[config.mk]
export PLATFORM = sky130hd
export DESIGN_NAME = bpb_resolve_queue
export DESIGN_NICKNAME = d
export VERILOG_FILES = /design/src/rtl/bpb_pkg.sv /design/src/rtl/bpb_rq_mem.sv /design/src/rtl/bpb_resolve_queue.sv
export SDC_FILE = /design/constraint.sdc
export NUM_CORES = 1
export LEC_CHECK = 0
export BUFFER_PORTS_ARGS = -buffer_cell sky130_fd_sc_hd__buf_2
export CORE_MARGIN = 2
export CORE_UTILIZATION = 55
export DETAILED_ROUTE_END_ITERATION = 10
export PLACE_DENSITY = 0.8
export SLEW_MARGIN = 20
export SYNTH_ARGS = -nofsm -noshare
export SYNTH_HDL_FRONTEND = slang
export SYNTH_HIERARCHICAL = 1
export SYNTH_SLANG_ARGS = --single-unit
[constraint.sdc]
create_clock -name clk_i -period 5.8 [get_ports clk_i]
set_input_delay 0.29 -clock clk_i [delete_from_list [all_inputs] [get_ports clk_i]]
set_output_delay 0.29 -clock clk_i [all_outputs]
set_load 0.03 [all_outputs]
[src/rtl/bpb_pkg.sv]
// Shared types for the branch resolve queue: queued entry layout and taken-bit position.
`ifndef BPB_T
`define BPB_T 10
`endif

package bpb_pkg;

  localparam int unsigned RQ_INDEX_W = `BPB_T;
  localparam int unsigned TAKEN_BIT  = 1;

  typedef struct packed {
    logic [RQ_INDEX_W-1:0] index;
    logic [1:0]            pred;
  } rq_entry_t;

endpackage

[src/rtl/bpb_rq_mem.sv]
// Resolve-queue storage: DEPTH x rq_entry_t registers, one write port, one async read port.
module bpb_rq_mem
  import bpb_pkg::*;
#(
  parameter int unsigned DEPTH_WIDTH = 2
) (
  input  logic                   clk_i,
  input  logic                   we_i,
  input  logic [DEPTH_WIDTH-1:0] waddr_i,
  input  rq_entry_t              wdata_i,
  input  logic [DEPTH_WIDTH-1:0] raddr_i,
  output rq_entry_t              rdata_o
);

  localparam int unsigned DEPTH = 2 ** DEPTH_WIDTH;

  rq_entry_t mem_q [DEPTH];

  // Storage is deliberately unreset; only entries between the pointers are ever read.
  always_ff @(posedge clk_i) begin
    if (we_i) mem_q[waddr_i] <= wdata_i;
  end

  assign rdata_o = mem_q[raddr_i];

endmodule

[src/rtl/bpb_resolve_queue.sv]
// In-order queue of fetch-time predictions, drained by execute-stage resolves into predictor updates.
// Optional BPB_STATS_EN adds resolve/mispredict counters.
module bpb_resolve_queue
  import bpb_pkg::*;
#(
  parameter int unsigned INDEX_WIDTH = `BPB_T,
  parameter int unsigned DEPTH_WIDTH = 2
) (
  input  logic                   clk_i,
  input  logic                   rst_i,
  input  logic                   push_en_i,
  input  logic [INDEX_WIDTH-1:0] push_index_i,
  input  logic [1:0]             push_pred_i,
  input  logic                   resolve_en_i,
  input  logic                   resolve_taken_i,
  input  logic                   flush_i,
  output logic                   full_o,
  output logic                   empty_o,
  output logic [DEPTH_WIDTH:0]   count_o,
  output logic                   upd_valid_o,
  output logic [INDEX_WIDTH-1:0] upd_index_o,
  output logic                   upd_taken_o,
  output logic                   mispredict_o
`ifdef BPB_STATS_EN
  ,
  output logic [31:0]            stat_total_o,
  output logic [31:0]            stat_miss_o
`endif
);

  localparam int unsigned DEPTH = 2 ** DEPTH_WIDTH;

  logic [DEPTH_WIDTH-1:0] rd_ptr_q, wr_ptr_q;
  logic [DEPTH_WIDTH:0]   count_q;
  rq_entry_t              head;
  rq_entry_t              push_entry;
  logic                   res_acc, mis, push_acc;

  assign full_o  = (count_q == (DEPTH_WIDTH + 1)'(DEPTH));
  assign empty_o = (count_q == '0);
  assign count_o = count_q;

  always_comb begin
    push_entry       = '0;
    push_entry.index = RQ_INDEX_W'(push_index_i);
    push_entry.pred  = push_pred_i;
  end

  assign res_acc  = resolve_en_i && !empty_o && !flush_i;
  assign mis      = res_acc && (head.pred[TAKEN_BIT] != resolve_taken_i);
  assign push_acc = push_en_i && !flush_i && !mis && (!full_o || res_acc);

  bpb_rq_mem #(
    .DEPTH_WIDTH(DEPTH_WIDTH)
  ) u_mem (
    .clk_i   (clk_i),
    .we_i    (push_acc),
    .waddr_i (wr_ptr_q),
    .wdata_i (push_entry),
    .raddr_i (rd_ptr_q),
    .rdata_o (head)
  );

  // A mispredict retires the head and collapses the tail onto the new read pointer.
  always_ff @(posedge clk_i or posedge rst_i) begin
    if (rst_i) begin
      rd_ptr_q <= '0;
      wr_ptr_q <= '0;
      count_q  <= '0;
    end else if (flush_i) begin
      rd_ptr_q <= '0;
      wr_ptr_q <= '0;
      count_q  <= '0;
    end else if (mis) begin
      rd_ptr_q <= rd_ptr_q + DEPTH_WIDTH'(1);
      wr_ptr_q <= rd_ptr_q + DEPTH_WIDTH'(1);
      count_q  <= '0;
    end else begin
      if (push_acc) wr_ptr_q <= wr_ptr_q + DEPTH_WIDTH'(1);
      if (res_acc)  rd_ptr_q <= rd_ptr_q + DEPTH_WIDTH'(1);
      count_q <= count_q + (DEPTH_WIDTH + 1)'(push_acc) - (DEPTH_WIDTH + 1)'(res_acc);
    end
  end

  always_ff @(posedge clk_i or posedge rst_i) begin
    if (rst_i) begin
      upd_valid_o  <= 1'b0;
      upd_index_o  <= '0;
      upd_taken_o  <= 1'b0;
      mispredict_o <= 1'b0;
    end else begin
      upd_valid_o  <= res_acc;
      mispredict_o <= mis;
      if (res_acc) begin
        upd_index_o <= INDEX_WIDTH'(head.index);
        upd_taken_o <= resolve_taken_i;
      end
    end
  end

`ifdef BPB_STATS_EN
  logic [31:0] stat_total_q, stat_miss_q;

  always_ff @(posedge clk_i or posedge rst_i) begin
    if (rst_i) begin
      stat_total_q <= '0;
      stat_miss_q  <= '0;
    end else begin
      if (res_acc) stat_total_q <= stat_total_q + 32'd1;
      if (mis)     stat_miss_q  <= stat_miss_q + 32'd1;
    end
  end

  assign stat_total_o = stat_total_q;
  assign stat_miss_o  = stat_miss_q;
`endif

endmodule
# Word level (Yosys, flattened, before mapping)
# Memory sizes are Yosys's and may differ from the RTL's.
# Index checks and enable logic that the tools add are counted.
dict set report classes {
  addsub 4
  n_eq_ne 2
  n_mux 10
  reduce_logical 14
}
# operator n
set ops {}
lappend ops {{2-to-1 mux 2 bit} 6}
lappend ops {{logical AND 1 bit} 6}
lappend ops {{2-to-1 mux 3 bit} 2}
lappend ops {{nonzero test 3 bit} 2}
lappend ops {{adder 2 x 1 -> 2 bit (second input constant)} 2}
lappend ops {{zero test 1 bit} 4}
lappend ops {{adder 3 x 1 -> 3 bit} 1}
lappend ops {{== test 3 bit (second input constant)} 1}
lappend ops {{zero test 3 bit} 1}
lappend ops {{subtractor 3 x 1 -> 3 bit} 1}
lappend ops {{2-to-1 mux 1 bit} 2}
lappend ops {{logical OR 1 bit} 1}
lappend ops {{inequality test 1 bit} 1}
dict set report word_totals {
  ff_bits 20
  mem_bits_rw 48
  output_inout_bits 18
  wordCells 38
  memories 1
}
# name words width rd rd_clocked_by_memory_dff write_ports line_no
set mem_list {}
lappend mem_list {u_mem.mem_q 4 12 1 0 1 bpb_rq_mem.sv:17} ;# rq_entry_t mem_q [DEPTH];

# Longest topological paths before layout
dict set report depth {
  word_depth 12
  depth_mapped 12
  depth_no_buf 11
}

# Hierarchy
# Netlist, hierarchy kept.
# module instances cells_each area_each_um2
set modules_own_cells {}
lappend modules_own_cells {bpb_rq_mem 1 66 1766.7}
lappend modules_own_cells {bpb_resolve_queue 1 73 939.7}

# Worst setup path before layout
# No wires, ideal clock.
dict set report synth_path {
  kind {flip-flop to flip-flop}
  startpoint {register rd_ptr_q[0]}
  endpoint {memory u_mem/mem_q[0][0] in the netlist's numbering (enable)}
  arrival_ns 2.741
  required_time_ns 5.401
  setup_slack_ns 2.660
  stages_incl_launch_ff 7
  synth_period_minus_slack_ns 3.140
  path_cell_list {dfrtp_1 buf_6 mux4_2 xor2_1 a31o_1 nor2_1 nor3b_1}
}
# element line_no
set synth_rtl {}
lappend synth_rtl {{from (decl)} bpb_resolve_queue.sv:33} ;# logic [DEPTH_WIDTH-1:0] rd_ptr_q, wr_ptr_q;
lappend synth_rtl {{from (signal assigned)} bpb_resolve_queue.sv:75} ;# rd_ptr_q <= rd_ptr_q + DEPTH_WIDTH'(1);
lappend synth_rtl {{from (signal assigned)} bpb_resolve_queue.sv:80} ;# if (res_acc) rd_ptr_q <= rd_ptr_q + DEPTH_WIDTH'(1);
lappend synth_rtl {{to (decl)} bpb_rq_mem.sv:17}

==> impl_metrics.xml <==
<?xml version="1.0" encoding="UTF-8"?>
<metrics>
  <group name="floorplanning">
    <metric name="die_width" unit="um">72.2</metric>
    <metric name="core_region_area" unit="mm2">0.00441</metric>
    <metric name="die_height" unit="um">72.2</metric>
    <metric name="initial_utilization" unit="">0.580</metric>
    <metric name="fp-row-count" unit="">24</metric>
    <metric name="floorplan.io_pins" unit="">36</metric>
    <metric name="floorplan.die_area" unit="mm2">0.00522</metric>
  </group>
  <group name="sta">
    <metric name="tightest_slew" unit="ns">0.831</metric>
    <metric name="timing.final.crit_period" unit="ns">3.53</metric>
    <metric name="relSlewSlack" unit="">0.446</metric>
    <metric name="timing_max_transition_violations_final" unit="">0</metric>
    <metric name="final.period_utilization" unit="">0.609</metric>
    <metric name="clock_skew" unit="ns">0.00895</metric>
    <metric name="max_clock_freq" unit="MHz">283</metric>
    <metric name="timing.final.hold_violations" unit="">0</metric>
    <metric name="grt_setup_unrepaired" unit="">no</metric>
    <metric name="setup-tns-final" unit="ns">0</metric>
    <metric name="setup_viol_count_final" unit="">0</metric>
  </group>
  <group name="worst_setup_path">
    <metric name="worstPathArrival" unit="ns">3.76</metric>
    <metric name="end_kind" unit="">flip-flop</metric>
    <metric name="worst-setup-path-type" unit="">flip-flop to flip-flop</metric>
    <metric name="start_kind" unit="">flip-flop</metric>
    <metric name="worstPathMaxFanout" unit="">14</metric>
    <metric name="worst_ep_required_time" unit="ns">6.02</metric>
  </group>
  <group name="cts">
    <metric name="tritoncts" unit="">yes</metric>
    <metric name="numCtsBuffers" unit="">9</metric>
    <metric name="cts_setup_buffers" unit="">0</metric>
    <metric name="worst_skew_pair_later_pin_latency" unit="ns">0.33</metric>
    <metric name="clk_pin_slew_worst_paths" unit="ns">0.07</metric>
    <metric name="clock_tree.root_cell" unit="">sky130_fd_sc_hd__clkbuf_8</metric>
    <metric name="ctsResizeCount" unit="">0</metric>
    <metric name="numClockSinks" unit="">64</metric>
    <metric name="ctsLongestPathBuffers" unit="">2</metric>
    <metric name="htreeDepth" unit="">3</metric>
    <metric name="postCtsHoldBufs" unit="">0</metric>
  </group>
  <group name="detailed_routing">
    <metric name="num_vias" unit="">1348</metric>
    <metric name="drt_drc_violations_left" unit="">0</metric>
    <metric name="detailroute.wirelength.met2" unit="mm">2.36</metric>
    <metric name="routedLengthMet1" unit="mm">1.72</metric>
    <metric name="top_layer_used" unit="">met4</metric>
    <metric name="detailroute.wirelength.met3" unit="um">149</metric>
    <metric name="wirelength" unit="mm">4.36</metric>
    <metric name="first_iter_violations" unit="">63</metric>
    <metric name="vias_per_cell" unit="">5.81</metric>
    <metric name="drtPass1Iterations" unit="">4</metric>
    <metric name="route.detailed.wl_per_inst" unit="um">18.8</metric>
    <metric name="final_antenna_net_count" unit="">0</metric>
  </group>
  <group name="min_path">
    <metric name="min_path_type" unit="">input pin to asynchronous set/reset pin</metric>
  </group>
  <group name="pwr">
    <metric name="pwr-share-clk" unit="">0.300</metric>
    <metric name="max-vdd-ir-drop" unit="mV">0.300</metric>
    <metric name="internal-power" unit="uW">1030</metric>
    <metric name="power_frac_comb" unit="">0.270</metric>
    <metric name="switchingPower" unit="uW">484</metric>
    <metric name="p_per_area" unit="mW/mm2">505</metric>
    <metric name="seqPwrFrac" unit="">0.430</metric>
    <metric name="netSwitchingFraction" unit="">0.319</metric>
    <metric name="total_leakage_power" unit="uW">0.00116</metric>
  </group>
  <group name="job">
    <metric name="maxCapViolCount" unit="">0</metric>
  </group>
  <group name="logic_synthesis">
    <metric name="yosysWarningCount" unit="">6</metric>
    <metric name="syn-instance-count" unit="">134</metric>
    <metric name="syn_area_per_cell" unit="um2">19.1</metric>
    <metric name="syn_nets" unit="">154</metric>
    <metric name="syn_area" unit="mm2">0.00256</metric>
  </group>
  <group name="finish">
    <metric name="insertedDiodeCount" unit="">0</metric>
    <metric name="flow.area_growth_from_synthesis" unit="%">17.3</metric>
    <metric name="final_layout_size_suffix_gt1_frac" unit="">0.372</metric>
    <metric name="finalNetCount" unit="">195</metric>
    <metric name="stdcell_count" unit="">232</metric>
  </group>
  <group name="placement">
    <metric name="dp.final_hpwl" unit="mm">2.84</metric>
    <metric name="place_inst" unit="">216</metric>
    <metric name="gp_congestion" unit="">0.832</metric>
    <metric name="portBuffers" unit="">34</metric>
  </group>
  <group name="global_routing">
    <metric name="groute.usage.overall" unit="">0.190</metric>
    <metric name="first_pass_grt_wire_length" unit="mm">6.98</metric>
    <metric name="first_global_vias" unit="">1417</metric>
    <metric name="grt_max_degree" unit="">21</metric>
    <metric name="grt_antenna_before_repair" unit="">0</metric>
    <metric name="grt_overflow" unit="">0</metric>
  </group>
  <group name="status">
    <metric name="run_status" unit="">completed</metric>
  </group>
</metrics>
==> per-stage QoR <==
step	hold slack (ns)	setup WS [ns]	total power (uW)	instance area, um2	util
final	0.0870	2.27	1520	3000	0.680
after global routing	0.152	1.98	1580	3000	0.680
after CTS	0.112	2.27	1530	3000	0.680
after detailed placement	0.471	2.34	1070	2760	0.625
after global placement	0.460	2.45	1050	2760	0.625
after floorplan	0.254	2.77	968	2560	-
==> cell usage in the layout, fill, tap and decap left out, types with 2 or more instances in the layout <==
| cell | count |
|---|---|
| sky130_fd_sc_hd__inv_1 | 4 |
| sky130_fd_sc_hd__bufinv_16 | 3 |
| sky130_fd_sc_hd__nor2_1 | 5 |
| sky130_fd_sc_hd__xnor2_1 | 4 |
| sky130_fd_sc_hd__inv_2 | 2 |
| sky130_fd_sc_hd__mux4_2 | 10 |
| sky130_fd_sc_hd__mux2_1 | 11 |
| sky130_fd_sc_hd__and3b_1 | 2 |
| sky130_fd_sc_hd__edfxtp_1 | 44 |
| sky130_fd_sc_hd__a21oi_1 | 2 |
| sky130_fd_sc_hd__clkbuf_8 | 9 |
| sky130_fd_sc_hd__xor2_1 | 2 |
| sky130_fd_sc_hd__buf_2 | 34 |
| sky130_fd_sc_hd__dfrtp_1 | 20 |
| sky130_fd_sc_hd__nand2_1 | 2 |
| sky130_fd_sc_hd__clkinvlp_4 | 2 |
| sky130_fd_sc_hd__and2_1 | 2 |
==> final timing paths <==
| kind | from | to | slack (ns) | cells past startpoint |
|---|---|---|---|---|
| hold reg to reg | upd_index_o[6] | upd_index_o[6] | 0.48 | 1 |
| max in group asynchronous | rst_i | upd_index_o[8] | 5.22 | 2 |
| min in group clk_i | push_index_i[2] | u_mem/mem_q[3][4] | 0.17 | 1 |
| setup / recovery | rd_ptr_q[0] | count_o[2] | 2.27 | 11 |
| hold / removal | rst_i | upd_index_o[6] | 0.09 | 2 |
| setup reg to reg | rd_ptr_q[0] | count_o[2] | 2.27 | 11 |
==> flip-flops by register name, summed over array words and instances (netlist names) <==
register and cells:
mispredict_o 1, u_mem/mem_q 44, count_o 3, wr_ptr_q 2
upd_index_o 10, rd_ptr_q 2, upd_taken_o 1, upd_valid_o 1
==> power by group through the flow <==
stage / Clock (uW) / Sequential [uW] / Combinational, uW
2_1_floorplan: 0 / 727 / 241
3_3_place_gp: 0 / 655 / 393
3_5_place_dp: 0 / 662 / 410
4_1_cts: 461 / 654 / 413
5_1_grt: 480 / 665 / 438
6_report: 455 / 652 / 409
==> layout make-up <==
class                           count  area, um2
Multi-Input combinational cell     59        672
Timing Repair Buffer               35        178
Tap cell                           52       65.1
Fill cell                         300       1410
Clock buffer                        9        124
Sequential cell                    64       1820
Clock inverter                      7        119
Inverter                            6       22.5
==> worst max-delay path, stage by stage, from the launching register on <==
cell	delay (ns)
sky130_fd_sc_hd__dfrtp_1	0.88
sky130_fd_sc_hd__mux4_2	0.62
sky130_fd_sc_hd__xor2_1	0.29
sky130_fd_sc_hd__a31oi_2	0.20
sky130_fd_sc_hd__a21oi_1	0.32
sky130_fd_sc_hd__a21o_1	0.13
sky130_fd_sc_hd__ha_1	0.14
sky130_fd_sc_hd__inv_1	0.05
sky130_fd_sc_hd__fa_1	0.41
sky130_fd_sc_hd__xnor2_1	0.20
sky130_fd_sc_hd__xnor2_1	0.14
sky130_fd_sc_hd__nor2_1	0.05
==> per-layer routing <==
metal	track usage	up-vias
li1	-	602
met1	0.217	701
met2	0.319	34
met3	0.0472	11
met4	0.124	0
met5	0	-
Note: power is estimated with default switching activity, not from simulation.
